<file path="src/rtl/bitwise_logic_unit_pkg.sv">
// rtl/bitwise_logic_unit_pkg.sv - op codes and shared types for the bitwise logic unit
package bitwise_logic_unit_pkg;

    typedef logic [2:0] op_t;

    localparam op_t OP_NOT  = 3'd0;
    localparam op_t OP_AND  = 3'd1;
    localparam op_t OP_OR   = 3'd2;
    localparam op_t OP_XOR  = 3'd3;
    localparam op_t OP_NAND = 3'd4;
    localparam op_t OP_NOR  = 3'd5;
    localparam op_t OP_XNOR = 3'd6;
    localparam op_t OP_PASS = 3'd7;

endpackage

</file>
<file path="src/rtl/bitwise_logic_unit_if.sv">
// rtl/bitwise_logic_unit_if.sv - operand/result handshake bundle for the bitwise logic unit
interface bitwise_logic_unit_if #(
    parameter int N     = 32,
    parameter int CNT_W = 16
);
    logic             in_valid;
    logic             in_ready;
    logic [2:0]       op;
    logic [N-1:0]     a;
    logic [N-1:0]     b;
    logic             out_valid;
    logic             out_ready;
    logic [N-1:0]     result;
    logic             zero;
    logic             ones;
    logic             parity;
    logic [CNT_W-1:0] op_count;

    // Operand source / result sink side
    modport master (
        output in_valid, op, a, b, out_ready,
        input  in_ready, out_valid, result, zero, ones, parity, op_count
    );

    // Logic unit side
    modport slave (
        input  in_valid, op, a, b, out_ready,
        output in_ready, out_valid, result, zero, ones, parity, op_count
    );
endinterface

</file>
<file path="src/rtl/bitwise_pipe_stage.sv">
// rtl/bitwise_pipe_stage.sv - one valid/ready register slice
module bitwise_pipe_stage #(
    parameter int W = 32
) (
    input  logic         clk,
    input  logic         rst,
    input  logic         in_valid_i,
    input  logic [W-1:0] in_data_i,
    output logic         in_ready_o,
    output logic         out_valid_o,
    output logic [W-1:0] out_data_o,
    input  logic         out_ready_i
);
    logic         valid_q;
    logic [W-1:0] data_q;

    // Slot is free when empty or when its content leaves this cycle
    assign in_ready_o  = !valid_q || out_ready_i;
    assign out_valid_o = valid_q;
    assign out_data_o  = data_q;

    // Refill/empty the slot; data only moves on an actual transfer
    always_ff @(posedge clk or posedge rst) begin
        if (rst) begin
            valid_q <= 1'b0;
            data_q  <= '0;
        end else if (in_ready_o) begin
            valid_q <= in_valid_i;
            if (in_valid_i) begin
                data_q <= in_data_i;
            end
        end
    end
endmodule

</file>
<file path="src/rtl/bitwise_logic_unit.sv">
// rtl/bitwise_logic_unit.sv - two-stage pipelined 8-op bitwise unit with flags and counter
module bitwise_logic_unit
    import bitwise_logic_unit_pkg::*;
#(
    parameter int N     = 32,
    parameter int CNT_W = 16
) (
    input  logic                clk,
    input  logic                rst,
    bitwise_logic_unit_if.slave bus
);
    logic [N-1:0]     op_res;
    logic             s1_valid;
    logic [N-1:0]     s1_data;
    logic             s2_ready;
    logic             s1_zero;
    logic             s1_ones;
    logic             s1_parity;
    logic             s2_valid;
    logic [N+2:0]     s2_data;
    logic [CNT_W-1:0] cnt_q;
    logic [CNT_W-1:0] cnt_d;

    // Op mux feeding stage 1
    always_comb begin
        op_res = '0;
        case (bus.op)
            OP_NOT:  op_res = ~bus.a;
            OP_AND:  op_res = bus.a & bus.b;
            OP_OR:   op_res = bus.a | bus.b;
            OP_XOR:  op_res = bus.a ^ bus.b;
            OP_NAND: op_res = ~(bus.a & bus.b);
            OP_NOR:  op_res = ~(bus.a | bus.b);
            OP_XNOR: op_res = ~(bus.a ^ bus.b);
            OP_PASS: op_res = bus.a;
            default: op_res = '0;
        endcase
    end

    bitwise_pipe_stage #(.W(N)) u_s1 (
        .clk         (clk),
        .rst         (rst),
        .in_valid_i  (bus.in_valid),
        .in_data_i   (op_res),
        .in_ready_o  (bus.in_ready),
        .out_valid_o (s1_valid),
        .out_data_o  (s1_data),
        .out_ready_i (s2_ready)
    );

    // Flags are derived from the registered S1 result so S2 carries them alongside it
    always_comb begin
        s1_zero   = (s1_data == '0);
        s1_ones   = &s1_data;
        s1_parity = ^s1_data;
    end

    bitwise_pipe_stage #(.W(N + 3)) u_s2 (
        .clk         (clk),
        .rst         (rst),
        .in_valid_i  (s1_valid),
        .in_data_i   ({s1_data, s1_zero, s1_ones, s1_parity}),
        .in_ready_o  (s2_ready),
        .out_valid_o (s2_valid),
        .out_data_o  (s2_data),
        .out_ready_i (bus.out_ready)
    );

    // An empty output stage presents the idle values of a zero result
    assign bus.out_valid = s2_valid;
    assign bus.result    = s2_valid ? s2_data[N+2:3] : '0;
    assign bus.zero      = s2_valid ? s2_data[2] : 1'b1;
    assign bus.ones      = s2_valid ? s2_data[1] : 1'b0;
    assign bus.parity    = s2_valid ? s2_data[0] : 1'b0;
    assign bus.op_count  = cnt_q;

    // Count output transfers, holding at all-ones
    always_comb begin
        cnt_d = cnt_q;
        if (s2_valid && bus.out_ready && (cnt_q != '1)) begin
            cnt_d = cnt_q + CNT_W'(1);
        end
    end

    // Completion counter register
    always_ff @(posedge clk or posedge rst) begin
        if (rst) begin
            cnt_q <= '0;
        end else begin
            cnt_q <= cnt_d;
        end
    end
endmodule

</file>
<file path="src/flat_wrapper.sv">
// flat-port wrapper written by rule: the top's interface ports become plain ports
module bitwise_logic_unit_flat import bitwise_logic_unit_pkg::*;
#(
    parameter int N     = 32,
    parameter int CNT_W = 16
)
  (clk, rst, bus_in_valid, bus_op, bus_a, bus_b, bus_out_ready, bus_in_ready, bus_out_valid, bus_result, bus_zero, bus_ones, bus_parity, bus_op_count);
  bitwise_logic_unit_if #(.N(N), .CNT_W(CNT_W)) bus_i ();
  input  logic clk;
  input  logic rst;
  input wire logic [$bits(bus_i.in_valid)-1:0] bus_in_valid;
  input wire logic [$bits(bus_i.op)-1:0] bus_op;
  input wire logic [$bits(bus_i.a)-1:0] bus_a;
  input wire logic [$bits(bus_i.b)-1:0] bus_b;
  input wire logic [$bits(bus_i.out_ready)-1:0] bus_out_ready;
  output wire logic [$bits(bus_i.in_ready)-1:0] bus_in_ready;
  output wire logic [$bits(bus_i.out_valid)-1:0] bus_out_valid;
  output wire logic [$bits(bus_i.result)-1:0] bus_result;
  output wire logic [$bits(bus_i.zero)-1:0] bus_zero;
  output wire logic [$bits(bus_i.ones)-1:0] bus_ones;
  output wire logic [$bits(bus_i.parity)-1:0] bus_parity;
  output wire logic [$bits(bus_i.op_count)-1:0] bus_op_count;
  assign bus_i.in_valid = bus_in_valid;
  assign bus_i.op = bus_op;
  assign bus_i.a = bus_a;
  assign bus_i.b = bus_b;
  assign bus_i.out_ready = bus_out_ready;
  assign bus_in_ready = bus_i.in_ready;
  assign bus_out_valid = bus_i.out_valid;
  assign bus_result = bus_i.result;
  assign bus_zero = bus_i.zero;
  assign bus_ones = bus_i.ones;
  assign bus_parity = bus_i.parity;
  assign bus_op_count = bus_i.op_count;
  bitwise_logic_unit #(.N(N), .CNT_W(CNT_W)) u_core (.clk(clk), .rst(rst), .bus(bus_i));
endmodule
</file>
<file path="config.mk">
export PLATFORM = sky130hd
export DESIGN_NAME = bitwise_logic_unit_flat
export DESIGN_NICKNAME = d
export VERILOG_FILES = /design/src/rtl/bitwise_logic_unit_pkg.sv /design/src/rtl/bitwise_logic_unit_if.sv /design/src/rtl/bitwise_pipe_stage.sv /design/src/rtl/bitwise_logic_unit.sv /design/src/flat_wrapper.sv
export SDC_FILE = /design/constraint.sdc
export NUM_CORES = 1
export LEC_CHECK = 0
export CORE_UTILIZATION = 55
export CTS_BUF_LIST = sky130_fd_sc_hd__clkbuf_4 sky130_fd_sc_hd__clkbuf_8 sky130_fd_sc_hd__clkbuf_16
export DETAILED_ROUTE_END_ITERATION = 8
export PLACE_DENSITY = 0.82
export SYNTH_ARGS = -nofsm -noshare
export SYNTH_HDL_FRONTEND = slang
export SYNTH_SLANG_ARGS = --single-unit
</file>
<file path="constraint.sdc">
create_clock -name clk -period 5.92 [get_ports clk]
set_clock_uncertainty 0.15 [all_clocks]
set_input_delay 1.184 -clock clk [delete_from_list [all_inputs] [get_ports clk]]
set_output_delay 1.184 -clock clk [all_outputs]
set_load 0.01 [all_outputs]
</file>
==> Word-level counts from Yosys, hierarchy flattened <==
Cells that the tools add are included.
{ "word_totals": {"rom_bits": 0, "ff_bits": 85, "inputBits": 71, "output_inout_bits": 53, "latch_bits": 0, "ramBits": 0, "mem_count": 0} }
{ "op_classes": {"n_div": 0, "shift": 0, "muxes": 5, "multipliers": 0, "order_cmp": 0, "eq_ne": 8, "n_bitwise": 7, "reduce_logical": 12, "add_sub_neg": 1} }
{ "ops": {"columns": ["op", "count"], "rows": [
  ["$pmux W32 S8", 1],
  ["$not A32 Y32", 4],
  ["$and A32 B32 Y32", 1],
  ["$logic_not A32 Y1", 1],
  ["$mux W32", 1],
  ["$or A32 B32 Y32", 1],
  ["$reduce_and A32 Y1", 1],
  ["$reduce_xor A32 Y1", 1],
  ["$xor A32 B32 Y32", 1],
  ["$add A16 B1 Y16 const B", 1],
  ["$ne A16 B16 Y1 const B", 1],
  ["$eq A3 B3 Y1 const B", 4],
  ["$eq A3 B2 Y1 const B", 2],
  ["$reduce_and A2 Y1", 2],
  ["$eq A3 B1 Y1 const B", 1],
  ["$logic_not A3 Y1", 1],
  ["$mux W1", 3],
  ["$logic_and A1 B1 Y1", 2],
  ["$logic_not A1 Y1", 2],
  ["$logic_or A1 B1 Y1", 2]
]} }

==> Logic depth before layout (Yosys ltp) <==
{ "depth": {"word_depth": 4, "depth_mapped": 8, "depth_no_buf": 7} }

==> Hierarchy <==
A second synthesis with hierarchy kept.
{ "unflattened": {"hier_cells": 839, "area_unflattened_um2": 7998.9} }
{ "by_module_without_submodules": {"columns": ["mod", "instances", "cells_each", "area_each_um2"], "rows": [
  ["bitwise_logic_unit", 1, 689, 5127.4],
  ["bitwise_pipe_stage at u_core.u_s2", 1, 78, 1476.4],
  ["bitwise_pipe_stage at u_core.u_s1", 1, 72, 1395.1]
]} }

==> Worst setup path before layout <==
Ideal clock, no wire load.
{ "synth_path": {"kind": "input port to output port", "startpoint": "input bus_out_ready", "endpoint": "output bus_in_ready", "path_buffers": 0, "cell_stages": 1, "t_arrival_ns": 1.398, "setup_slack_ns": 3.188, "cell_sequence": "nand3b_1"} }
{ "synth_between": {"elab_chain_len": 2} }
{ "synth_lines": {"columns": ["item", "line", "rtl"], "rows": [
  ["start: declaration", "flat_wrapper.sv:15", "input wire logic [$bits(bus_i.out_ready)-1:0] bus_out_ready;"],
  ["$logic_or A1 B1 Y1 (2 in a row)", "bitwise_pipe_stage.sv:18", "assign in_ready_o = !valid_q || out_ready_i;"],
  ["end: declaration", "flat_wrapper.sv:16", "output wire logic [$bits(bus_i.in_ready)-1:0] bus_in_ready;"]
]} }
No other way between the ends.

==> Worst setup path in the final report <==
Ends and elaborated chain as after synthesis.

==> metrics.md <==
| Metric | Value |
|---|---|
| Status | `finished clean` |
| CTS resizes | `0` |
| CTS tree | `done` |
| Layout Nets | `1131` |
| First-pass GRT wire length | `29.0 mm` |
| Static Leak | `4.11 nW` |
| Final setup fails | `0` |
| DRC | `0` |
| Commonest non-fill, non-tap cells in the layout | `nand2_1, clkdlybuf4s50_1, ha_1` |
| Final Max Tran Viols | `0` |
| Number of synthesized flops with an enable pin | `0` |
| Final count of hold timing violations | `0` |
| Util after Layout | `0.690` |
| Setup Buffers After CTS | `0` |
| WHS Path Cells | `2` |
| Largest net degree at the start of global routing | `85` |
| Worst path slowest cell | `clkdlybuf4s50_1` |
| Distinct cells, synth | `42` |
| Die Wd | `118 um` |
| Routed vias | `6410` |
| Launch point of the worst path | `bus_out_ready` |
| Reg-to-Reg Start | `u_core.u_s2.out_valid_o` |
| H-tree depth | `3` |
| Routability cong. | `0.836` |
| VDD IR-drop max | `0.165 mV` |
| Primary FF master, synth | `dfrtp_1` |
| RSZ-0062 raised after global routing | `no` |
| Ys async rst share | `1.00` |
| Register bit total from synthesis | `85` |
| Critical path class | `input pin to output pin` |
| Initial antenna violation count | `0` |
| Hold_buf cts | `0` |
| N_diodes | `0` |
| Synth warnings | `0` |
| Pint | `1.46 mW` |
| Worst path cell trace | `clkdlybuf4s50_1, nand3b_1, clkdlybuf4s50_1` |
| Min Clock Period, post-route | `3780 ps` |
| DR iter-0 viols | `585` |
| Clock power share | `0.242` |
| R2R Setup Slk | `3440 ps` |
| Total wire length | `17.4 mm` |
| # rows | `41` |
| Mapped Nets | `1046` |
| Slew Limit Headroom | `0.339` |
| Gate power share | `0.400` |
| Routed vias/inst | `5.62` |
| Sw frac | `0.351` |
| Final HPWL DP | `12.4 mm` |
| # port buffers | `123` |
| Crit-path max cell delay | `570 ps` |
| Sequential share of the synthesized area | `0.289` |
| Hold crit path type | `register to register` |
| Final worst-path cycle share | `0.639` |
| WHS Endpoint | `u_core.u_s2.out_data_o[19]` |
| Die height | `118 um` |
| Number of global-route vias before repair | `5919` |
| GRT Overall Usage | `0.256` |
| Max_cap viols | `0` |
| P_sw | `789 uW` |
| CP Launch Type | `input pin` |
| CP Max Fanout | `4` |
| Core area | `12800 um2` |
| Reg clk slew, reported paths | `60 ps` |
| Global route overflow | `0` |
| Reg2Reg Depth | `5` |
| Worst-skew pair later-pin latency | `340 ps` |
| Syn avg cell area | `8.39 um2` |
| Sink Count | `85` |
| Post-Syn Instances | `878` |
| Routed Antenna Nets | `0` |
| Post-DR wirelength/cell | `15.2 um` |
| Synthesized cell area | `7370 um2` |
| Area grow syn2layout | `20.0%` |
| Pwr Density | `254 nW/um2` |
| Most used cell, CP | `clkdlybuf4s50_1` |
| Hold path start | `u_core.u_s2.out_data_o[19]` |
| Pre-Repair DR Iteration Count | `5` |
| Root Buffer | `clkbuf_16` |
| Number of buffers created by CTS | `9` |
| CP required | `4590 ps` |
| Highest clock rate | `265 MHz` |
| WP data arrival | `2450 ps` |
| Sequential power share | `0.358` |
| Max Root-Sink Buffers | `2` |
| CP endpoint kind | `output pin` |
| FF-to-FF End | `u_core.u_s1.out_data_o[14]` |
| Setup TNS | `0 ps` |
| Starting Density | `0.575` |
| I/O pin count | `124` |
| Share of layout cells above drive strength 1 | `0.0527` |
| Most common cell after layout, fill and taps aside | `nand2_1` |
| Slew @ Worst Pin | `988 ps` |
| Die area | `13900 um2` |
## per-layer routing
| metal | wire length (um) | up-vias | part of all wire | GRT usage |
|---|---|---|---|---|
| li1 | - | 3205 | - | - |
| met3 | 744 | 26 | 0.043 | 0.0233 |
| met1 | 8110 | 2991 | 0.47 | 0.352 |
| met2 | 8160 | 188 | 0.47 | 0.419 |
| met5 | 0 | - | 0 | 0 |
| met4 | 360 | 0 | 0.021 | 0.0913 |
## cell type report
| class | count | area, um2 |
|---|---|---|
| fillers | 1045 | 3980 |
| well taps | 172 | 215 |
| repair buffers | 129 | 1260 |
| clock inverters | 7 | 57.6 |
| flip-flops and latches | 85 | 2130 |
| multi-input cells | 640 | 4590 |
| clock buffers | 9 | 225 |
| inverters | 98 | 369 |
## how the worst max path moves through the flow
| stage | end | slack (ps) | depth (start not counted) |
|---|---|---|---|
| finish | bus_in_ready | 2140 | 3 |
| global route | u_core.u_s1.out_data_o[30] | 2050 | 7 |
| CTS | bus_in_ready | 2140 | 3 |
| detailed placement | u_core.u_s1.out_data_o[24] | 2020 | 7 |
| global placement | u_core.u_s1.out_data_o[23] | 2120 | 7 |
| floorplan | u_core.bus.op_count[0] | 2390 | 1 |
## kinds of logic after synthesis
group | after synthesis | share of synthesized area
simple gates | 268 | 0.180
compound gates | 229 | 0.217
buf+inv | 153 | 0.0891
fa+ha+maj | 97 | 0.165
flops | 85 | 0.289
xor+xnor | 30 | 0.0357
mux | 16 | 0.0244
## through the flow
step | power, mW | cells | cell area, um2 | hold WS, ps | setup slack (ps)
CTS | 2.25 | 1140 | 8850 | 327 | 2140
global placement | 1.67 | 1124 | 8560 | 304 | 2120
finish | 2.24 | 1140 | 8850 | 323 | 2140
floorplan | 1.37 | 878 | 7370 | 291 | 2390
global route | 2.38 | 1140 | 8850 | 349 | 2050
detailed placement | 1.71 | 1124 | 8560 | 312 | 2020
## worst max-delay path, delay by kind of cell
family                 cells  cell delay (ps)
and+or+nand+nor            1              180
buffers and inverters      2             1090
## power by group through the flow
stage	clock network [mW]	logic (mW)	registers, mW
final	0.543	0.897	0.804
after global routing	0.572	0.987	0.819
after CTS	0.552	0.900	0.803
after detailed placement	0	0.895	0.813
after global placement	0	0.866	0.807
after floorplan	0	0.588	0.781
## flip-flops by register name (all words and copies together) (netlist names)
| signal | cells |
|---|---|
| u_core.u_s2.out_data_o | 35 |
| u_core.u_s2.out_valid_o | 1 |
| u_core.u_s1.out_data_o | 32 |
| u_core.bus.op_count | 16 |
| u_core.u_s1.out_valid_o | 1 |
## cells in the mapped netlist, drive strengths merged, types with 2 or more instances
cell type,n,area [um2]
a211oi,15,113
a21oi,66,330
a221o,15,150
a22o,47,412
and2,35,219
and3,4,30.0
and4,2,17.5
buf,28,188
clkbuf,27,101
dfrtp,85,2130
ha,97,1210
inv,98,368
mux2,16,180
nand2,145,544
nand2b,4,25.0
nand3,5,25.0
nand4,13,81.3
nor2,4,22.5
nor2b,50,320
o21ai,50,250
o221ai,17,149
o32ai,17,149
or4,2,15.0
xnor2,24,210
xor2,6,52.6
(Power assumes the default switching activity.)
